`config.mk`:
```
export PLATFORM = sky130hd
export DESIGN_NAME = count_mod_chain
export DESIGN_NICKNAME = d
export VERILOG_FILES = /design/src/rtl/count_pkg.sv /design/src/rtl/count_digit.sv /design/src/rtl/count_mod_chain.sv
export SDC_FILE = /design/constraint.sdc
export NUM_CORES = 1
export LEC_CHECK = 0
export BUFFER_PORTS_ARGS = -buffer_cell sky130_fd_sc_hd__clkbuf_2
export CAP_MARGIN = 10
export CORE_MARGIN = 1
export CORE_UTILIZATION = 40
export DETAILED_ROUTE_END_ITERATION = 10
export MAX_ROUTING_LAYER = met4
export SYNTH_ARGS = -nofsm -noshare
export SYNTH_HDL_FRONTEND = slang
export SYNTH_SLANG_ARGS = --single-unit
```
`constraint.sdc`:
```
create_clock -name clk -period 6.95 [get_ports clk]
set_clock_uncertainty 0.15 [all_clocks]
set_input_delay 1.7375 -clock clk [delete_from_list [all_inputs] [get_ports clk]]
set_output_delay 1.7375 -clock clk [all_outputs]
set_load 0.01 [all_outputs]
```
`src/rtl/count_pkg.sv`:
```
// Shared types and helpers for the modulo-RADIX counter chain.
// Provides the default digit type and the load clamp function.
package count_pkg;

  localparam int DW_DEF = 4;

  typedef logic [DW_DEF-1:0] DIGIT_T;

  function automatic int unsigned clamp_digit(
    input int unsigned value,
    input int unsigned radix
  );
    return (value >= radix) ? radix - 1 : value;
  endfunction

endpackage

```
`src/rtl/count_digit.sv`:
```
// One modulo-RADIX up/down digit with clear and clamped load.
// Ports: clk, rst (async low), step, up, clr, load, ld_val -> q, at_max, at_zero.
module count_digit
  import count_pkg::*;
#(
  parameter int RADIX = 10,
  parameter int DW    = 4
) (
  input  logic          clk,
  input  logic          rst,
  input  logic          step,
  input  logic          up,
  input  logic          clr,
  input  logic          load,
  input  logic [DW-1:0] ld_val,
  output logic [DW-1:0] q,
  output logic          at_max,
  output logic          at_zero
);

  localparam logic [DW-1:0] MAXV = DW'(RADIX - 1);

  logic [DW-1:0] ld_clamped;

  assign ld_clamped = DW'(clamp_digit(32'(ld_val), RADIX));
  assign at_max     = (q == MAXV);
  assign at_zero    = (q == '0);

  always_ff @(posedge clk or negedge rst) begin
    if (!rst) begin
      q <= '0;
    end else if (clr) begin
      q <= '0;
    end else if (load) begin
      q <= ld_clamped;
    end else if (step) begin
      if (up) q <= at_max  ? '0   : q + 1'b1;
      else    q <= at_zero ? MAXV : q - 1'b1;
    end
  end

endmodule

```
`src/rtl/count_mod_chain.sv`:
```
// Multi-digit modulo-RADIX up/down counter with load, clear and cascade.
// Ports: clk, rst, en, up, clr, load, din -> count, tc, co, wrap.
module count_mod_chain
  import count_pkg::*;
#(
  parameter int DIGITS = 2,
  parameter int RADIX  = 10,
  parameter int DW     = 4
) (
  input  logic                 clk,
  input  logic                 rst,
  input  logic                 en,
  input  logic                 up,
  input  logic                 clr,
  input  logic                 load,
  input  logic [DIGITS*DW-1:0] din,
  output logic [DIGITS*DW-1:0] count,
  output logic                 tc,
  output logic                 co,
  output logic                 wrap
);

  logic [DIGITS-1:0] at_max;
  logic [DIGITS-1:0] at_zero;
  logic [DIGITS-1:0] term;
  logic [DIGITS-1:0] step;

  assign term = up ? at_max : at_zero;

  // Digit i steps only when every lower digit sits at its terminal value.
  always_comb begin
    logic acc;
    step = '0;
    acc  = 1'b1;
    for (int i = 0; i < DIGITS; i++) begin
      step[i] = en & acc;
      acc     = acc & term[i];
    end
    tc = acc;
  end

  // en is ignored while reset is held.
  assign co = tc & en & rst;

  for (genvar g = 0; g < DIGITS; g++) begin : g_digit
    count_digit #(
      .RADIX(RADIX),
      .DW   (DW)
    ) u_digit (
      .clk    (clk),
      .rst    (rst),
      .step   (step[g]),
      .up     (up),
      .clr    (clr),
      .load   (load),
      .ld_val (din[g*DW +: DW]),
      .q      (count[g*DW +: DW]),
      .at_max (at_max[g]),
      .at_zero(at_zero[g])
    );
  end

  always_ff @(posedge clk or negedge rst) begin
    if (!rst) begin
      wrap <= 1'b0;
    end else if (clr) begin
      wrap <= 1'b0;
    end else if (!load && en && tc) begin
      wrap <= 1'b1;
    end
  end

endmodule
```
# After elaboration in Yosys (flattened, before gate mapping)
# Index checks and enable logic that the tools add are counted.
# totals
regBits	9
output_inout_bits	11
wordCells	40
in_bits	14
# op_classes
muxes	17
n_lt_le_gt_ge	2
reduce_logical	8
n_eq_ne	2
add_sub_neg	4
n_bitwise	4
# op_table
cell	n
4-bit two-way mux	14
4-bit by 1-bit adder with 4-bit output, second input constant	2
4-bit == test, second input constant	2
4-bit >= comparator, second input constant	2
4-bit zero test	2
4-bit by 1-bit subtractor with 4-bit output, second input constant	2
3-bit nonzero test	2
1-bit bitwise AND	4
1-bit logical AND	2
1-bit two-way mux	2
2-bit two-way mux	1
2-bit nonzero test	1
1-bit zero test	1

# Longest topological paths before layout
# depth
word_depth	6
mapped_depth	6
ltp_nobuf	6

# By module
# A second synthesis with hierarchy kept.
# unflattened
hier_cells	124
hier_area_um2	1011.0
# modules_own_cells
module	cells_each	area_per_inst_um2	seq_area_each_um2	n_inst
count_digit	57	464.2	100.1	2
count_mod_chain	10	82.6	25.0	1

# Worst setup path before layout
# OpenSTA, ideal clock, no wires.
# synth_timing
kind	input to output
from	in up
to	out co
setup_slack_ns	2.267
path_stages	3
path_buffers	0
required_time_ns	5.062
arrival_time_ns	2.796
cell_sequence	or4b_4 a22oi_2 and3_1
# synth_between
elab_chain_len	4
# synth_rtl
element	line	source
start, declared	count_mod_chain.sv:13	input logic up,
2-bit two-way mux	count_mod_chain.sv:28	assign term = up ? at_max : at_zero;
1-bit bitwise AND	count_mod_chain.sv:37	acc = acc & term[i];
net tc	count_mod_chain.sv:18	output logic tc,
1-bit bitwise AND (2 in a row)	count_mod_chain.sv:43	assign co = tc & en & rst;
end, declared	count_mod_chain.sv:19	output logic co,
# The timed path passes the listed nets, and every way through them passes these cells.

# Worst setup path in the final report
# layout_timing
from	in up
to	out co
# layout_between
elab_chain_len	4
# layout_rtl
element	line
2-bit two-way mux	count_mod_chain.sv:28
1-bit bitwise AND	count_mod_chain.sv:37
1-bit bitwise AND (2 in a row)	count_mod_chain.sv:43
# No other way between the ends.

==> flow_summary.json <==
{
  "status": "finished clean",
  "crit_path_cell_trace": "clkbuf_2 -> or4b_4 -> a22oi_2 -> and3_1 -> clkbuf_2",
  "diodes": 0,
  "synth_ff_type": "dfrtp_1",
  "clkSinkCount": 9,
  "swShare": 0.355,
  "utilization": 0.492,
  "most-common-layout-cells": "clkbuf_2 (24), inv_1 (11), nor2_1 (10)",
  "cts_tree": "built",
  "grt_overflow_total": 0,
  "detail_route.wl_per_cell_um": 13.5,
  "worstHoldPathType": "register to register",
  "port_buffers": 24,
  "drive_above_1_share": 0.248,
  "max_slew.worst_pin.slew_ns": 0.473,
  "vias": 918,
  "yosys.area.top_type_share": 0.244,
  "insertion_delay_ns": 0.26,
  "synth_nets": 132,
  "numCtsBuffers": 3,
  "gp_congestion": 0.789,
  "dp_hpwl_um": 1710,
  "path_class": "primary input to output pin",
  "crit_path_frequent_cell": "clkbuf_2",
  "rows": 17,
  "cp-end-kind": "output pin",
  "slowest_delay_ns": 0.63,
  "fin_nets": 156,
  "synth_top_area_cell": "dfrtp_1",
  "start_util": 0.422,
  "drv_cap": 0,
  "antenna_found_initial": 0,
  "cts_resized": 0,
  "max-slew-margin-rel": 0.680,
  "path_max_fanout": 16,
  "hold_buffers": 0,
  "p_sw_mw": 0.0569,
  "ir_worst_vdd_mv": 0.133,
  "cpLargestDelayFamily": "simple AND/OR/NAND/NOR gates",
  "dieArea_um2": 2510,
  "p_total_mw": 0.160,
  "htree_levels": 1,
  "design.portCount": 25,
  "drt-total-wl_um": 2170,
  "leakage_nw": 0.499,
  "setup_viol": 0,
  "grt_usage": 0.194,
  "post-route-period-util": 0.720,
  "critPathBufInv": 2,
  "ff2ff_path_depth": 6,
  "post-route-drc-count": 0,
  "async_flop_share": 1.00,
  "cp.depth": 5,
  "grt_max_degree": 18,
  "root_buffer": "clkbuf_4",
  "postCtsSetupRepairBufs": 0,
  "dpl-instance-area_um2": 1050,
  "hold_viol_final": 0,
  "via_per_inst": 5.70,
  "postLayoutCellArea_um2": 1080,
  "yosys-top-cells-area": "dfrtp_1 (24%), ha_1 (11%), inv_1 (4.5%), o21ai_0 (4.3%), nor2_1 (4.1%)",
  "grt_pass1_vias": 806,
  "p_clk_frac": 0.249,
  "finalSetupTns_ns": 0,
  "worstHoldPathCells": 1,
  "timing.fmax_ghz": 0.200,
  "p_seq_frac": 0.410,
  "p_per_area_nw_per_um2": 149,
  "pwr-share-comb": 0.341,
  "syn_area_per_cell_um2": 8.41,
  "place_inst": 157,
  "core_area_um2": 2190,
  "layout_commonest_cell": "clkbuf_2",
  "drtIter0Drc": 11,
  "synth_edf_count": 0,
  "fin_crit_ns": 5.00,
  "synth_warnings": 0,
  "final_cell_count_no_fill": 161,
  "intPower_mw": 0.103,
  "dr.pass1.iters": 4,
  "cp.required_ns": 5.06,
  "grt_pass1_wl_um": 3620,
  "die_y_um": 50.1,
  "syn_inst": 110,
  "rsz0062_at_grt": "false",
  "ant_nets": 0,
  "nFillCells": 225,
  "ys_seq_area_frac": 0.244,
  "synth_cell_types": 43,
  "synth_area_um2": 925,
  "drv_slew": 0,
  "cp_slowest_cell": "or4b_4",
  "clock_path_buffers": 2,
  "start_kind": "primary input",
  "ys_seq_elements": 9,
  "chipWidth_um": 50.1,
  "worstPathArrival_ns": 3.12,
  "clk_pin_slew_ns": 0.06,
  "area_growth_pct": 16.6
}
[power groups by stage]
stage               clock network, mW  registers [mW]  logic [mW]
floorplan                           0          0.0646      0.0384
global placement                    0          0.0666      0.0545
detailed placement                  0          0.0667      0.0547
CTS                            0.0405          0.0658      0.0549
global route                   0.0438          0.0669      0.0613
finish                         0.0400          0.0657      0.0546
[synth_stat cells (2+ instances only)]
| master | count |
|---|---|
| nor2_1 | 10 |
| a311oi_1 | 2 |
| clkbuf_1 | 3 |
| a311o_1 | 2 |
| inv_1 | 11 |
| o21ai_0 | 8 |
| nand2_1 | 4 |
| nand4b_1 | 2 |
| dfrtp_1 | 9 |
| nor2b_1 | 5 |
| or4b_1 | 2 |
| a221oi_1 | 2 |
| o311a_1 | 2 |
| ha_1 | 8 |
| and3_1 | 2 |
| o31ai_1 | 3 |
| a21oi_1 | 7 |
| nand3b_1 | 2 |
| a211oi_1 | 2 |
[kinds of logic (layout without fill, tap and decap cells)]
| family | Yosys count | after routing | share of synthesized area |
|---|---|---|---|
| buf+inv | 16 | 39 | 0.0744 |
| flops | 9 | 9 | 0.244 |
| fa+ha+maj | 8 | 8 | 0.108 |
| simple gates | 36 | 36 | 0.230 |
| compound gates | 40 | 40 | 0.333 |
| mux | 1 | 1 | 0.0108 |
[flip-flops by register name (all words and copies together), names as in the netlist]
signal	cells
wrap	1
g_digit.u_digit.q	8
[worst register-to-register path: stages, from the launching register on]
cell and delay [ns]:
dfrtp_1 0.47, inv_1 0.14, ha_1 0.26, or4b_4 0.53, a21oi_4 0.21, nor3_1 0.08
a311oi_2 0.23
[final timing paths]
check / start / to / slack, ns
max in group asynchronous: rst / g_digit[0].u_digit.q[0]$_DFFE_PN0P_ / 5.28
setup reg to reg: g_digit[0].u_digit.q[0]$_DFFE_PN0P_ / g_digit[1].u_digit.q[2]$_DFFE_PN0P_ / 4.79
setup / recovery: up / co / 1.95
hold / removal: wrap$_DFFE_PN0P_ / wrap$_DFFE_PN0P_ / 0.35
min in group asynchronous: rst / g_digit[1].u_digit.q[3]$_DFFE_PN0P_ / 1.17
hold reg to reg: wrap$_DFFE_PN0P_ / wrap$_DFFE_PN0P_ / 0.35
[per-layer routing]
layer | wire length [um] | part of all wire | up-vias | GRT usage
met5 | 0 | 0 | - | -
met4 | 22 | 0.010 | 0 | 0.0333
met3 | 85 | 0.039 | 2 | 0.0648
met2 | 1070 | 0.49 | 21 | 0.304
met1 | 989 | 0.46 | 429 | 0.243
li1 | - | - | 466 | -
[cell type report]
cell class                 count  area [um2]  share of cell area
sequential                     9         225               0.209
inverter                      11        41.3              0.0383
multi-input combinational     85         631               0.585
clock buffer                   4        26.3              0.0244
tap                           28        35.0              0.0325
timing repair buffer          24         120               0.111
[through the flow]
| stage | setup slack (ns) | hold WS, ns |
|---|---|---|
| after floorplan | 2.27 | 0.382 |
| after global placement | 1.98 | 0.333 |
| after detailed placement | 1.96 | 0.338 |
| after CTS | 1.95 | 0.351 |
| after global routing | 1.89 | 0.371 |
| final | 1.95 | 0.348 |
Power figures use the tool's default switching activity.
